--- src/rtl/cpu_pkg.sv ---
// cpu_pkg: shared definitions for the processor core (control FSM, decoder,
// datapath). Holds the control-FSM state encoding, opcode constants, the
// datapath mux-select encodings and the link-register index.
package cpu_pkg;

    typedef enum logic [2:0] {
        S_IDLE    = 3'd0,
        S_FETCH   = 3'd1,
        S_DECODE  = 3'd2,
        S_EXEC    = 3'd3,
        S_MEM     = 3'd4,
        S_WB      = 3'd5,
        S_IO_WAIT = 3'd6,
        S_HALT    = 3'd7
    } state_t;

    localparam logic [5:0] OP_R    = 6'd0;
    localparam logic [5:0] OP_ADDI = 6'd1;
    localparam logic [5:0] OP_LW   = 6'd2;
    localparam logic [5:0] OP_SW   = 6'd3;
    localparam logic [5:0] OP_BEQ  = 6'd4;
    localparam logic [5:0] OP_BNE  = 6'd5;
    localparam logic [5:0] OP_J    = 6'd6;
    localparam logic [5:0] OP_JAL  = 6'd7;
    localparam logic [5:0] OP_IN   = 6'd8;
    localparam logic [5:0] OP_OUT  = 6'd9;
    localparam logic [5:0] OP_HALT = 6'd63;

    typedef enum logic [1:0] {
        PC_SRC_SEQ    = 2'd0,   // PC + 1
        PC_SRC_BRANCH = 2'd1,   // PC + 1 + imm
        PC_SRC_JUMP   = 2'd2    // jump target
    } pc_src_t;

    typedef enum logic [1:0] {
        REG_DST_RT   = 2'd0,
        REG_DST_RD   = 2'd1,
        REG_DST_LINK = 2'd2
    } reg_dst_t;

    typedef enum logic [1:0] {
        WB_ALU = 2'd0,
        WB_MEM = 2'd1,
        WB_PC  = 2'd2,
        WB_IN  = 2'd3
    } wb_sel_t;

    typedef enum logic [1:0] {
        ALU_ADD   = 2'd0,
        ALU_SUB   = 2'd1,
        ALU_FUNCT = 2'd2
    } alu_op_t;

    localparam logic [5:0] LINK_REG = 6'd63;

endpackage

--- src/rtl/control_fsm_retire_counter.sv ---
// retire_counter: CNT_W-bit up-counter of retired instructions.
//   clock   - rising-edge clock
//   reset_n - asynchronous active-low clear
//   en      - increment by one on the next rising edge
//   count   - current count, wraps modulo 2^CNT_W
module retire_counter #(
    parameter int unsigned CNT_W = 32
) (
    input  logic             clock,
    input  logic             reset_n,
    input  logic             en,
    output logic [CNT_W-1:0] count
);

    always_ff @(posedge clock or negedge reset_n) begin
        if (!reset_n) begin
            count <= '0;
        end else if (en) begin
            count <= count + {{(CNT_W-1){1'b0}}, 1'b1};
        end
    end

endmodule

--- src/rtl/control_fsm.sv ---
// control_fsm: multicycle control unit. Sequences FETCH, DECODE, EXEC, MEM,
// WB and IO_WAIT from the registered decoder opcode, drives the datapath
// enables/mux selects, owns the memory and I/O handshakes and counts retired
// instructions.
//
// Build option: define CTRL_IO_EN to decode IN/OUT and enable the I/O
// handshake. Without it, opcodes 8/9 are illegal, IO_WAIT is unreachable and
// in_req/out_valid are constant 0.
//
// Ports:
//   clock, reset_n            - clock, asynchronous active-low reset
//   start                     - leave IDLE and begin fetching
//   opcode                    - registered decoder opcode (valid from EXEC)
//   zero                      - ALU equal flag (EXEC)
//   mem_ready                 - data-memory completion (MEM)
//   in_valid, out_ready       - external I/O handshake inputs
//   ir_write, pc_write        - IR / PC load enables
//   pc_src, reg_dst, wb_sel   - datapath mux selects (cpu_pkg encodings)
//   reg_write, alu_src_imm    - register write enable, ALU immediate select
//   alu_op                    - ALU operation select
//   dmem_read, dmem_write     - data-memory strobes
//   in_req, out_valid         - external I/O handshake outputs
//   halted, illegal_op        - status
//   retired                   - retired-instruction count
module control_fsm
    import cpu_pkg::*;
#(
    parameter int unsigned OPCODE_W = 6,
    parameter int unsigned CNT_W    = 32
) (
    input  logic                clock,
    input  logic                reset_n,
    input  logic                start,
    input  logic [OPCODE_W-1:0] opcode,
    input  logic                zero,
    input  logic                mem_ready,
    input  logic                in_valid,
    input  logic                out_ready,
    output logic                ir_write,
    output logic                pc_write,
    output logic [1:0]          pc_src,
    output logic                reg_write,
    output logic [1:0]          reg_dst,
    output logic                alu_src_imm,
    output logic [1:0]          alu_op,
    output logic                dmem_read,
    output logic                dmem_write,
    output logic [1:0]          wb_sel,
    output logic                in_req,
    output logic                out_valid,
    output logic                halted,
    output logic                illegal_op,
    output logic [CNT_W-1:0]    retired
);

`ifdef CTRL_IO_EN
    localparam bit IO_EN = 1'b1;
`else
    localparam bit IO_EN = 1'b0;
`endif

    state_t state;
    logic   retire_en;

    always_ff @(posedge clock or negedge reset_n) begin
        if (!reset_n) begin
            state <= S_IDLE;
        end else begin
            case (state)
                S_IDLE:   if (start) state <= S_FETCH;
                S_FETCH:  state <= S_DECODE;
                S_DECODE: state <= S_EXEC;
                S_EXEC: begin
                    case (opcode)
                        OP_R, OP_ADDI: state <= S_WB;
                        OP_LW, OP_SW:  state <= S_MEM;
                        OP_IN, OP_OUT: state <= IO_EN ? S_IO_WAIT : S_FETCH;
                        OP_HALT:       state <= S_HALT;
                        default:       state <= S_FETCH;
                    endcase
                end
                S_MEM: begin
                    if (mem_ready) state <= (opcode == OP_LW) ? S_WB : S_FETCH;
                end
                S_WB: state <= S_FETCH;
                S_IO_WAIT: begin
                    if (opcode == OP_IN) begin
                        if (in_valid) state <= S_WB;
                    end else if (out_ready) begin
                        state <= S_FETCH;
                    end
                end
                S_HALT:  state <= S_HALT;
                default: state <= S_IDLE;
            endcase
        end
    end

    // Outputs are decoded from the state register and the decoder's registered
    // opcode rather than re-registered here: the opcode only becomes valid on
    // the edge that enters EXEC, so EXEC controls cannot be precomputed a cycle
    // early. Both sources are flops, so the outputs stay Moore-style and all
    // drop to 0 the moment reset_n asserts.
    always_comb begin
        ir_write    = 1'b0;
        pc_write    = 1'b0;
        pc_src      = PC_SRC_SEQ;
        reg_write   = 1'b0;
        reg_dst     = REG_DST_RT;
        alu_src_imm = 1'b0;
        alu_op      = ALU_ADD;
        dmem_read   = 1'b0;
        dmem_write  = 1'b0;
        wb_sel      = WB_ALU;
        in_req      = 1'b0;
        out_valid   = 1'b0;
        halted      = 1'b0;
        illegal_op  = 1'b0;
        retire_en   = 1'b0;
        case (state)
            S_FETCH: begin
                ir_write = 1'b1;
                pc_write = 1'b1;
                pc_src   = PC_SRC_SEQ;
            end
            S_EXEC: begin
                case (opcode)
                    OP_R: alu_op = ALU_FUNCT;
                    OP_ADDI, OP_LW, OP_SW: begin
                        alu_src_imm = 1'b1;
                        alu_op      = ALU_ADD;
                    end
                    OP_BEQ, OP_BNE: begin
                        alu_op    = ALU_SUB;
                        pc_src    = PC_SRC_BRANCH;
                        // Branch decision follows the live ALU flag.
                        pc_write  = (opcode == OP_BEQ) ? zero : !zero;
                        retire_en = 1'b1;
                    end
                    OP_J: begin
                        pc_write  = 1'b1;
                        pc_src    = PC_SRC_JUMP;
                        retire_en = 1'b1;
                    end
                    OP_JAL: begin
                        pc_write  = 1'b1;
                        pc_src    = PC_SRC_JUMP;
                        reg_write = 1'b1;
                        reg_dst   = REG_DST_LINK;
                        wb_sel    = WB_PC;
                        retire_en = 1'b1;
                    end
                    OP_IN, OP_OUT: illegal_op = !IO_EN;
                    OP_HALT: ;
                    default: illegal_op = 1'b1;
                endcase
            end
            S_MEM: begin
                if (opcode == OP_LW) begin
                    dmem_read = 1'b1;
                end else begin
                    dmem_write = 1'b1;
                    retire_en  = mem_ready;
                end
            end
            S_WB: begin
                reg_write = 1'b1;
                reg_dst   = (opcode == OP_R) ? REG_DST_RD : REG_DST_RT;
                if (opcode == OP_LW)      wb_sel = WB_MEM;
                else if (opcode == OP_IN) wb_sel = WB_IN;
                else                      wb_sel = WB_ALU;
                retire_en = 1'b1;
            end
            S_IO_WAIT: begin
                if (opcode == OP_IN) begin
                    in_req = IO_EN;
                end else begin
                    out_valid = IO_EN;
                    retire_en = out_ready;
                end
            end
            S_HALT: halted = 1'b1;
            default: ;
        endcase
    end

    retire_counter #(
        .CNT_W(CNT_W)
    ) u_retire_counter (
        .clock  (clock),
        .reset_n(reset_n),
        .en     (retire_en),
        .count  (retired)
    );

endmodule

--- config.mk ---
export PLATFORM = sky130hd
export DESIGN_NAME = control_fsm
export DESIGN_NICKNAME = d
export VERILOG_FILES = /design/src/rtl/cpu_pkg.sv /design/src/rtl/control_fsm_retire_counter.sv /design/src/rtl/control_fsm.sv
export SDC_FILE = /design/constraint.sdc
export NUM_CORES = 1
export LEC_CHECK = 0
export ABC_AREA = 0
export ABC_CLOCK_PERIOD_IN_PS = 2600
export CORE_AREA = 2 2 51 100
export DETAILED_ROUTE_END_ITERATION = 6
export DIE_AREA = 0 0 53 102
export HOLD_SLACK_MARGIN = 0.06
export MAX_ROUTING_LAYER = met4
export PLACE_DENSITY = 0.77
export SETUP_SLACK_MARGIN = 0.3
export SYNTH_ARGS = -nofsm -noshare
export SYNTH_HDL_FRONTEND = slang
export SYNTH_SLANG_ARGS = --single-unit
--- constraint.sdc ---
create_clock -name clock -period 2.6 [get_ports clock]
set_clock_uncertainty 0.2 [all_clocks]
set_input_delay 0.26 -clock clock [delete_from_list [all_inputs] [get_ports clock]]
set_output_delay 0.26 -clock clock [all_outputs]
set_load 0.01 [all_outputs]
==> impl_results.md, run 1 <==
* Status: finished, final reports clean
* Initial DRC Count at 27
* FFs w/ async S/R, synth at 1.000
* CP top delay family: buffers and inverters
* WS Path Type: in -> out
* Crit. End Element: primary output
* CTS tree: built
* Final setup margin at 0.2596 ns
* Tot GR Track Use at 0.2258
* DRT antenna net count at 0
* Port Buffers at 60
* RSZ-0062 raised after global routing: true
* CTS sink cnt at 35
* Least-Margin Pin Slew at ~0.74 ns
* Wire per inst at approximately 16 um
* Rel. slew slack at 0.5032
* Initial antenna violation count at 0
* Mux contribution to synthesized area at 0.01013
* WP data arrival at about 1.9 ns
* Vias in the first global route at around 1900
* VDD IR max at approximately 0.00046 V
* Hold WC Path Type: in -> async
* CP required at around 2.1 ns
* Via-to-Cell Ratio at between 5 and 6
* Max Clk Rate at about 430 MHz
* Post-synthesis adder-cell area fraction at 0.005956
* Max cap viols at 0
* Placer Congestion at 0.9009
* Complex-gate fraction of the synthesized area at 0.05360
* # setup viols final at 0
* Xor-xnor portion of the synthesized cell area at 0.1334
* Primary FF master, synth: dfrtp_1
* Largest net degree at the start of global routing at 36
* Chip height at between 100 and 150 um
* DRC at 0
* Initial Util at 0.4569
* Drt pass-1 iters at 4
* Die width at roughly 53 um
* First-pass GRT wire length at 8797 um
* Buf/Inv on CP at 3
* Ant diodes at 0
* Syn_area_per_cell at about 10 um^2
* RR Endpoint: u_retire_counter.count[20]
* DRT Wirelength at 5521 um
* CP Launch Type: input port
* CTS clk-pin slew, worst paths at around 0.070 ns
* Share of cells above drive strength 1 at 0.3106
* Core Box Area at between 4000 and 5000 um^2
* Final TNS setup at 0 ns
* Sequential area share after synthesis at 0.4169
* Synth Cell Area at approximately 2100 um^2
* FF-to-FF Start: state[1]
* Final period util at 0.9001
* Post-Synth Simple-Gate Area at 0.3431
* Boundary pin count at between 60 and 70
* Yosys Warn Count at 0
* Main combinational cell family by area after synthesis: simple AND/OR/NAND/NOR gates
* Total CTS buffers at 5
* Largest stage delay, worst path at between 0.5 and 0.6 ns
* DPL Wire Length at roughly 3900 um
* Clock Tree Root: clkbuf_8
* Post-synthesis cell count at around 200
* H-tree depth at 2
* Post-CTS Hold Buffers at 0
* CP max FO at 4
* Clk_lat worst skew at ~0.28 ns
* Worst Reg2Reg Path Length in Cells at 9
* Unique masters post-synth at 45
* Vias at 1875
* Hold Fails Final Rpt at 0
* EDFF count, synth at 0
* Critical Path, Cell by Cell: dlygate4sd2_1, buf_6, nor4b_4, nand2_1, a21oi_1, clkdlybuf4s50_1
* Area delta synth->final at 52.77%
* Gr ovfl total at 0
* Std cell rows at 35
* Reg2reg setup slack at between 0.4 and 0.5 ns
* Leakage at approximately 1.4 nW
* Max-slew violation count at 0
* CTS max path bufs at 2
* CP max stage cell: clkdlybuf4s50_1
* Total Nets Final at 306
* Worst slack, placed at -0.1343 ns
* Power per cell area at 579.5 nW/um^2
* Yosys reg bits at 35
* Die area at ~5400 um^2
* Final Critical Period at between 2 and 2.5 ns
==> placed cells by master (no fill, tap or decap), types with 3 or more instances in the layout <==
master / n
clkdlybuf4s50_1: 41
xor2_1: 29
dfrtp_1: 29
buf_4: 24
nand2_1: 22
nor3_1: 14
nor2_1: 12
nor4_2: 10
dlygate4sd2_1: 8
clkbuf_8: 7
nor4b_2: 6
dfrtp_2: 6
a21oi_1: 5
nand4_1: 5
nand3_1: 5
buf_2: 5
buf_6: 5
nor4_4: 4
inv_1: 3
xnor2_1: 3
==> cell families after synthesis <==
family	after synthesis
simple gates	101
flops	35
xor+xnor	32
compound gates	16
buf+inv	13
mux	2
fa+ha+maj	1
other cells	1
==> registers in the layout, summed over array words and instances, names as in the netlist <==
name and flops:
u_retire_counter.count 32, state 3
==> per-layer routing <==
layer / GRT usage / vias to the layer above / routed length (um) / share of wire
li1: - / 891 / - / -
met1: 0.2116 / 904 / 1894 / 0.34
met2: 0.4337 / 66 / 3253 / 0.59
met3: 0.02047 / 14 / 185 / 0.034
met4: 0.1065 / 0 / 187 / 0.034
met5: - / - / 0 / 0
==> final cells by class <==
type                            count  area, um^2
Sequential cell                    35       883.3
Inverter                            3       11.26
Tap cell                           55       68.82
Multi-Input combinational cell    154        1244
Timing Repair Buffer               93       902.1
Fill cell                         348        1389
Clock buffer                        8       100.1
==> synth_stat cells (all sizes together) (2+ instances only) <==
cell type  instances  share of area
a21oi              5          0.012
o21ai              2         0.0048
nor3              14          0.033
xor2              29           0.12
nor2              14          0.029
nand2             24          0.043
nand4              6          0.025
nand2b             3          0.013
xnor2              3          0.013
nand3              7          0.019
or2                2         0.0071
buf                6          0.023
dfrtp             35           0.42
nor4b              8          0.048
nor4              14          0.092
clkbuf             4         0.0071
and2               2         0.0060
a211oi             2         0.0071
inv                3         0.0054
nor3b              2         0.0071
==> through the flow <==
step | instances | area (um^2) | hold WS [ns] | power (mW) | utilization
2_1_floorplan | 202 | 2105 | -0.2356 | 1.030 | -
3_3_place_gp | 329 | 2902 | 0.2575 | 1.336 | 0.6310
3_5_place_dp | 329 | 2902 | 0.2649 | 1.358 | 0.6310
4_1_cts | 342 | 3128 | 0.2112 | 1.841 | 0.6803
5_1_grt | 348 | 3209 | 0.2496 | 1.958 | 0.6980
6_report | 348 | 3209 | 0.1962 | 1.860 | 0.6980
==> how the worst max path moves through the flow <==
stage,from,to,slack [ns],cells past startpoint
after global placement,opcode[5],wb_sel[1],-0.13,7
after CTS,state[0],wb_sel[0],0.23,4
after detailed placement,opcode[5],wb_sel[1],-0.13,7
after global routing,opcode[5],wb_sel[0],0.20,6
after floorplan,state[1],u_retire_counter.count[1],0.50,6
final,opcode[5],wb_sel[0],0.26,6
==> report_power, final <==
part           total [mW]  switching [mW]  internal, mW
logic               0.697           0.327         0.370
clock network       0.426           0.184         0.242
registers           0.737           0.116         0.622
total                1.86           0.626          1.23
==> what timing repair did <==
item,in CTS,in global routing
resized for setup,54,17
cloned,2,0
setup endpoints to repair,32,31
pin swaps,5,4
setup buffers,3,6
Power figures use the tool's default switching activity.
==> run 2, diff against run 1 <==
PLACE_DENSITY = 0.81   (was 0.77)
==> run 2 against run 1 <==
Against the previous run:
- first-iteration DRC count increased by 70%
- combinational power increased by 3.2%
- largest cell class unchanged
- routed wire length grew 17%
- global-route usage about the same
- sequential cell count is the same
- die area stayed put
==> impl_results.md, run 2 (synthesis gave the netlist of run 1 again) <==
* Die area at 5406 um^2
* Crit. End Element: flop
* CP required at ~2.6 ns
* Initial antenna violation count at 0
* Largest net degree at the start of global routing at 36
* Biggest register: u_retire_counter.count
* Biggest regs: u_retire_counter.count (32), state (3)
* Chip height at about 100 um
* Clock Tree Root: clkbuf_8
* Vias in the first global route at approximately 1900
* Power per cell area at roughly 550 nW/um^2
* DPL Wire Length at about 3900 um
* Drt pass-1 iters at 4
* Final period util at 0.8829
* FF/Latch Area at ~880 um^2
* Port Buffers at 60
* CTS sink cnt at 35
* Max Clk Rate at 435.6 MHz
* DRT Wirelength at between 6000 and 7000 um
* Placer Congestion at 0.8526
* Die width at 53 um
* Hold WC Path Type: in -> async
* First-pass GRT wire length at slightly below 9000 um
* Ant diodes at 0
* Total Nets Final at slightly above 300
* Max-slew violation count at 0
* Total CTS buffers at 5
* H-tree depth at 2
* Layout fillers at 344
* Final Critical Period at between 2 and 2.5 ns
* Boundary pin count at 63
* Worst slack, placed at -0.1245 ns
* Core Box Area at about 4600 um^2
* Tot GR Track Use at 0.2254
* Rel. slew slack at 0.2660
* CTS clk-pin slew, worst paths at roughly 0.07 ns
* Clk_lat worst skew at around 0.29 ns
* Most frequent cells in the layout: clkdlybuf4s50_1 (42), dfrtp_1 (33), xor2_1 (29)
* RSZ-0062 raised after global routing: false
* Least-Margin Pin Slew at 1.098 ns
* WP data arrival at about 2.3 ns
* Wire per inst at around 18 um
* Most common cell after layout, fill and taps aside: clkdlybuf4s50_1
* Leakage at approximately 1.6 nW
* Area delta synth->final at 58.73%
* Status: finished, final reports clean
* Initial Util at 0.4569
* VDD IR max at between 0.0004 and 0.0005 V
* CTS max path bufs at 2
* Std cell rows at 35
* CTS tree: built
* Share of cells above drive strength 1 at 0.2993
* WS Path Type: reg -> reg
* Largest register FFs at 32
* Final Cell Area at between 3000 and 4000 um^2
* Final setup margin at about 0.30 ns
* Via-to-Cell Ratio at ~5.6
* Max cap viols at 0
* # setup viols final at 0
* Area of the multi-input gates at between 1000 and 1500 um^2
* DRT antenna net count at 0
* Hold Fails Final Rpt at 0
* Placed inst area at 2867 um^2
* CP Launch Type: flop
* Initial DRC Count at 46
* Vias at slightly below 2000
* CP max FO at 4
* Gr ovfl total at 0
* DRC at 0
==> run 2: cell types whose count changed in the layout (fill, tap and decap cells not counted), moves of 4 or more <==
cell	previous run	this run
nor4_2	10	0
nor4_4	4	14
dlygate4sd2_1	8	3
nor4b_2	6	1
nor4b_4	2	7
dfrtp_1	29	33
dfrtp_2	6	2
==> run 2: per-layer routing <==
| layer | track usage | vias to the layer above | wire [um] |
|---|---|---|---|
| li1 | - | 898 | - |
| met2 | 0.4154 | 84 | 3816 |
| met5 | - | - | 0 |
| met1 | 0.2178 | 941 | 2102 |
| met3 | 0.02778 | 21 | 224 |
| met4 | 0.1183 | 0 | 304 |
==> run 2: power by group <==
group / switching, mW / leakage, nW / internal, mW
Clock: 0.190 / 0.0470 / 0.208
Sequential: 0.0965 / 0.425 / 0.617
Combinational: 0.377 / 1.16 / 0.342
Total: 0.663 / 1.63 / 1.17
==> run 2: through the flow <==
step                      std cells  total power, mW    util  hold WS, ns  setup TNS (ns)
after floorplan                 202            1.030       -      -0.2356               0
after global placement          326            1.334  0.6234       0.2561         -0.5523
after detailed placement        326            1.346  0.6234       0.2644          -1.953
after CTS                       338            1.738  0.6558       0.2020               0
after global routing            349            1.919  0.7252       0.2446               0
final                           349            1.830  0.7252       0.1816               0
==> run 2: cell type report <==
cell class,count,share of cell area
clock buffer,6,0.02477
clock inverter,1,0.001501
inverter,3,0.003377
multi-input combinational,154,0.4128
sequential,35,0.2634
tap,55,0.02064
timing repair buffer,95,0.2735
==> run 2: critical path: stages (launching register included) <==
cell and delay, ns:
dfrtp_1 0.43, nand2_1 0.21, or4_4 0.63, or2_4 0.31
nor4b_4 0.28, xor2_1 0.17
==> run 2: worst paths after layout <==
check / start / end / slack [ns] / cells past startpoint
worst max-delay path: u_retire_counter.count[11] / u_retire_counter.count[18] / 0.30 / 5
worst min-delay path: reset_n / u_retire_counter.count[19] / 0.18 / 2
worst max register to register: u_retire_counter.count[11] / u_retire_counter.count[18] / 0.30 / 5
worst min register to register: u_retire_counter.count[31] / u_retire_counter.count[31] / 0.27 / 1
max in group asynchronous: reset_n / state[2] / 1.67 / 2
min in group clock: u_retire_counter.count[31] / u_retire_counter.count[31] / 0.27 / 1
==> run 2: repair_timing <==
item / CTS / global route
resized for setup: 50 / 32
setup endpoints to repair: 45 / 43
gates cloned: 0 / 3
setup buffers: 5 / 8
pin swaps: 5 / 28
hold buffers: 0 / 0
==> run 3, diff against run 2 <==
CORE_AREA = 2 2 49 97   (was 2 2 51 100)
DIE_AREA = 0 0 51 99   (was 0 0 53 102)
PLACE_DENSITY = 0.84   (was 0.81)
SLEW_MARGIN = 10   (was default)
SYNTH_HIERARCHICAL = 1   (was default)
==> run 3 against run 2 <==
Against the previous run:
- power is 10% lower
- sequential share of layout area is 2.3 points higher
- fmax is 3.3% lower
- final cell count is 1.4% lower
- highest routed layer unchanged
- largest cell class unchanged
- design area is 8.0% lower
- critical endpoint is now u_retire_counter/count[13]
==> impl_results.md, run 3 <==
* Total power at around 1.6 mW
* CP max FO at 4
* Core Box Area at 4297 um^2
* Most frequent cell after synthesis: dfrtp_1
* Via-to-Cell Ratio at ~5.4
* VDD IR max at 0.0004629 V
* Synth Cell Area at between 1500 and 2000 um^2
* Hold_ws at roughly 0.18 ns
* Largest register FFs at 32
* Biggest register: u_retire_counter/count
* CTS tree: built
* Die width at about 51 um
* Area delta synth->final at 59.99%
* Rel. slew slack at 0.3993
* WS Path Type: reg -> reg
* Port Buffers at 60
* Complex-gate fraction of the synthesized area at 0.04830
* Post-CTS Hold Buffers at 0
* Least-Margin Pin Slew at about 0.89 ns
* Power per cell area at between 500 and 600 nW/um^2
* Initial antenna violation count at 0
* Max-slew violation count at 0
* Total Nets Final at a little over 300
* Unique masters post-synth at 43
* First-pass GRT wire length at around 8500 um
* Top cells by area, synth: dfrtp_1 (46%), xnor2_1 (8.7%), xor2_1 (5.9%)
* Hold WC Path Type: in -> async
* Ant diodes at 0
* Fin cells at between 300 and 400
* Initial DRC Count at 39
* Placer Congestion at 0.8442
* Final period util at 0.9134
* Worst Reg2Reg Path Length in Cells at 11
* WP data arrival at ~2.3 ns
* Status: finished, final reports clean
* Xor-xnor portion of the synthesized cell area at 0.1462
* Leakage at roughly 1.5 nW
* Post-synthesis adder-cell area fraction at 0.006527
* Layout fillers at approximately 310
* Most common cell after layout, fill and taps aside: clkdlybuf4s50_1
* Yosys reg bits at 35
* RSZ-0062 raised after global routing: true
* Wire per inst at 15.22 um
* FFs w/ async S/R, synth at 1.000
* # setup viols final at 0
* Vias at approximately 1900
* FF-to-FF Start: state[0]
* Initial Util at 0.4461
* Total CTS buffers at 5
* Yosys Warn Count at 6
* Crit. End Element: flop
* EDFF count, synth at 0
* Sequential area share after synthesis at 0.4569
* CTS clk-pin slew, worst paths at 0.07 ns
* Largest net degree at the start of global routing at 36
* Max cap viols at 0
* Primary FF master, synth: dfrtp_1
* Final Core Density at 0.7137
* Clk_lat worst skew at about 0.28 ns
* Tot GR Track Use at 0.2242
* DRC at 0
* Cell taking the most area after synthesis: dfrtp_1
* Std cell rows at 34
* Gr ovfl total at 0
* Placed inst area at 2781 um^2
* Share of cells above drive strength 1 at 0.3000
* DRT Wirelength at ~5200 um
* CP Launch Type: flop
* Main combinational cell family by area after synthesis: simple AND/OR/NAND/NOR gates
* Reg2reg setup slack at ~0.23 ns
* RR Endpoint: u_retire_counter/count[13]
* Die area at 5049 um^2
* Max Clk Rate at around 420 MHz
* Clock Tree Root: clkbuf_8
* H-tree depth at 2
* Post-synthesis cell count at 188
* CTS max path bufs at 2
* DPL Wire Length at approximately 3800 um
* Boundary pin count at 63
* Vias in the first global route at 1898
* Synth top area share at 0.4569
* Mux contribution to synthesized area at 0.01110
* Hold Fails Final Rpt at 0
* CTS sink cnt at 35
* Post-Synth Simple-Gate Area at 0.3029
* Biggest regs: u_retire_counter/count (32), state (3)
* Final Critical Period at approximately 2.4 ns
* Post-synth top cells: dfrtp_1 (35), xnor2_1 (19), nand2_1 (16)
* Chip height at between 90 and 100 um
* CP required at roughly 2.6 ns
* DRT antenna net count at 0
* Syn_area_per_cell at roughly 10 um^2
* Most frequent cells in the layout: clkdlybuf4s50_1 (40), buf_4 (37), dfrtp_1 (33)
* Final Cell Area at around 3100 um^2
* Inst Count DP at roughly 320
* Drt pass-1 iters at 4
-- run 3: cell types whose count changed in the layout (fill, tap and decap cells not counted), moves of 5 or more --
| cell | change |
|---|---|
| xor2_1 | -16 |
| xnor2_1 | +16 |
| dlygate4sd2_1 | +7 |
| nor3_1 | -12 |
| nand2_1 | -8 |
| buf_4 | +11 |
| buf_2 | -5 |
| nor4b_4 | -7 |
| nand4_1 | +7 |
| nor4_4 | -11 |
-- run 3: cells by family after synthesis --
kind of cell | Yosys count
and+or+nand+nor | 94
buffers and inverters | 10
other | 1
muxes | 2
AOI/OAI and AO/OA | 13
xor gates and xnor gates | 32
adders and majority gates | 1
DFF | 35
-- run 3: worst max path at each step --
stage	slack, ns	startpoint	to
2_1_floorplan	0.24	opcode[1]	u_retire_counter/count[23]
3_3_place_gp	-0.15	opcode[3]	u_retire_counter/count[11]
3_5_place_dp	-0.19	opcode[5]	u_retire_counter/count[23]
4_1_cts	0.27	state[0]	u_retire_counter/count[19]
5_1_grt	0.06	state[0]	u_retire_counter/count[13]
6_report	0.23	state[0]	u_retire_counter/count[13]
-- run 3: critical path, cell delays in order (launching register included) --
cell and delay [ns]:
dfrtp_2 0.43, buf_4 0.15, nor2_1 0.18, nand4_1 0.19, nand3_4 0.16, nand4_4 0.12, buf_4 0.17, nor3_1 0.20
buf_4 0.17, buf_4 0.10, nand2_1 0.06, xnor2_1 0.13
-- run 3: stage by stage --
step / TNS, ns / setup WS, ns
6_report: 0 / 0.2251
5_1_grt: 0 / 0.05967
4_1_cts: 0 / 0.2705
3_5_place_dp: -3.048 / -0.1909
3_3_place_gp: -1.978 / -0.1488
2_1_floorplan: 0 / 0.2393
-- run 3: power by group --
group / leakage (nW) / switching, mW / total (mW) / internal, mW
sequential: 0.465 / 0.0892 / 0.689 / 0.600
clock: 0.0515 / 0.184 / 0.426 / 0.242
combinational: 0.951 / 0.233 / 0.529 / 0.296
-- run 3: layer usage --
layer	GRT usage	up-vias	wire length [um]
met5	-	-	0
met4	0.1060	0	166
met3	0.03182	14	208
met2	0.4046	77	3039
met1	0.2273	896	1820
li1	-	872	-
-- run 3: final cells by class --
type / count / area, um^2 / share of cell area
timing repair buffer: 99 / 872.1 / 0.2844
inverter: 4 / 15.01 / 0.004896
multi-input combinational: 144 / 1134 / 0.3696
clock buffer: 8 / 100.1 / 0.03264
tap: 54 / 67.56 / 0.02203
sequential: 35 / 878.3 / 0.2864
-- run 3: timing repair --
| action | 4_1_cts | 5_1_grt |
|---|---|---|
| pin swaps | 7 | 18 |
| buffers inserted | 8 | 5 |
| setup endpoints to repair | 40 | 26 |
| resized for setup | 37 | 27 |
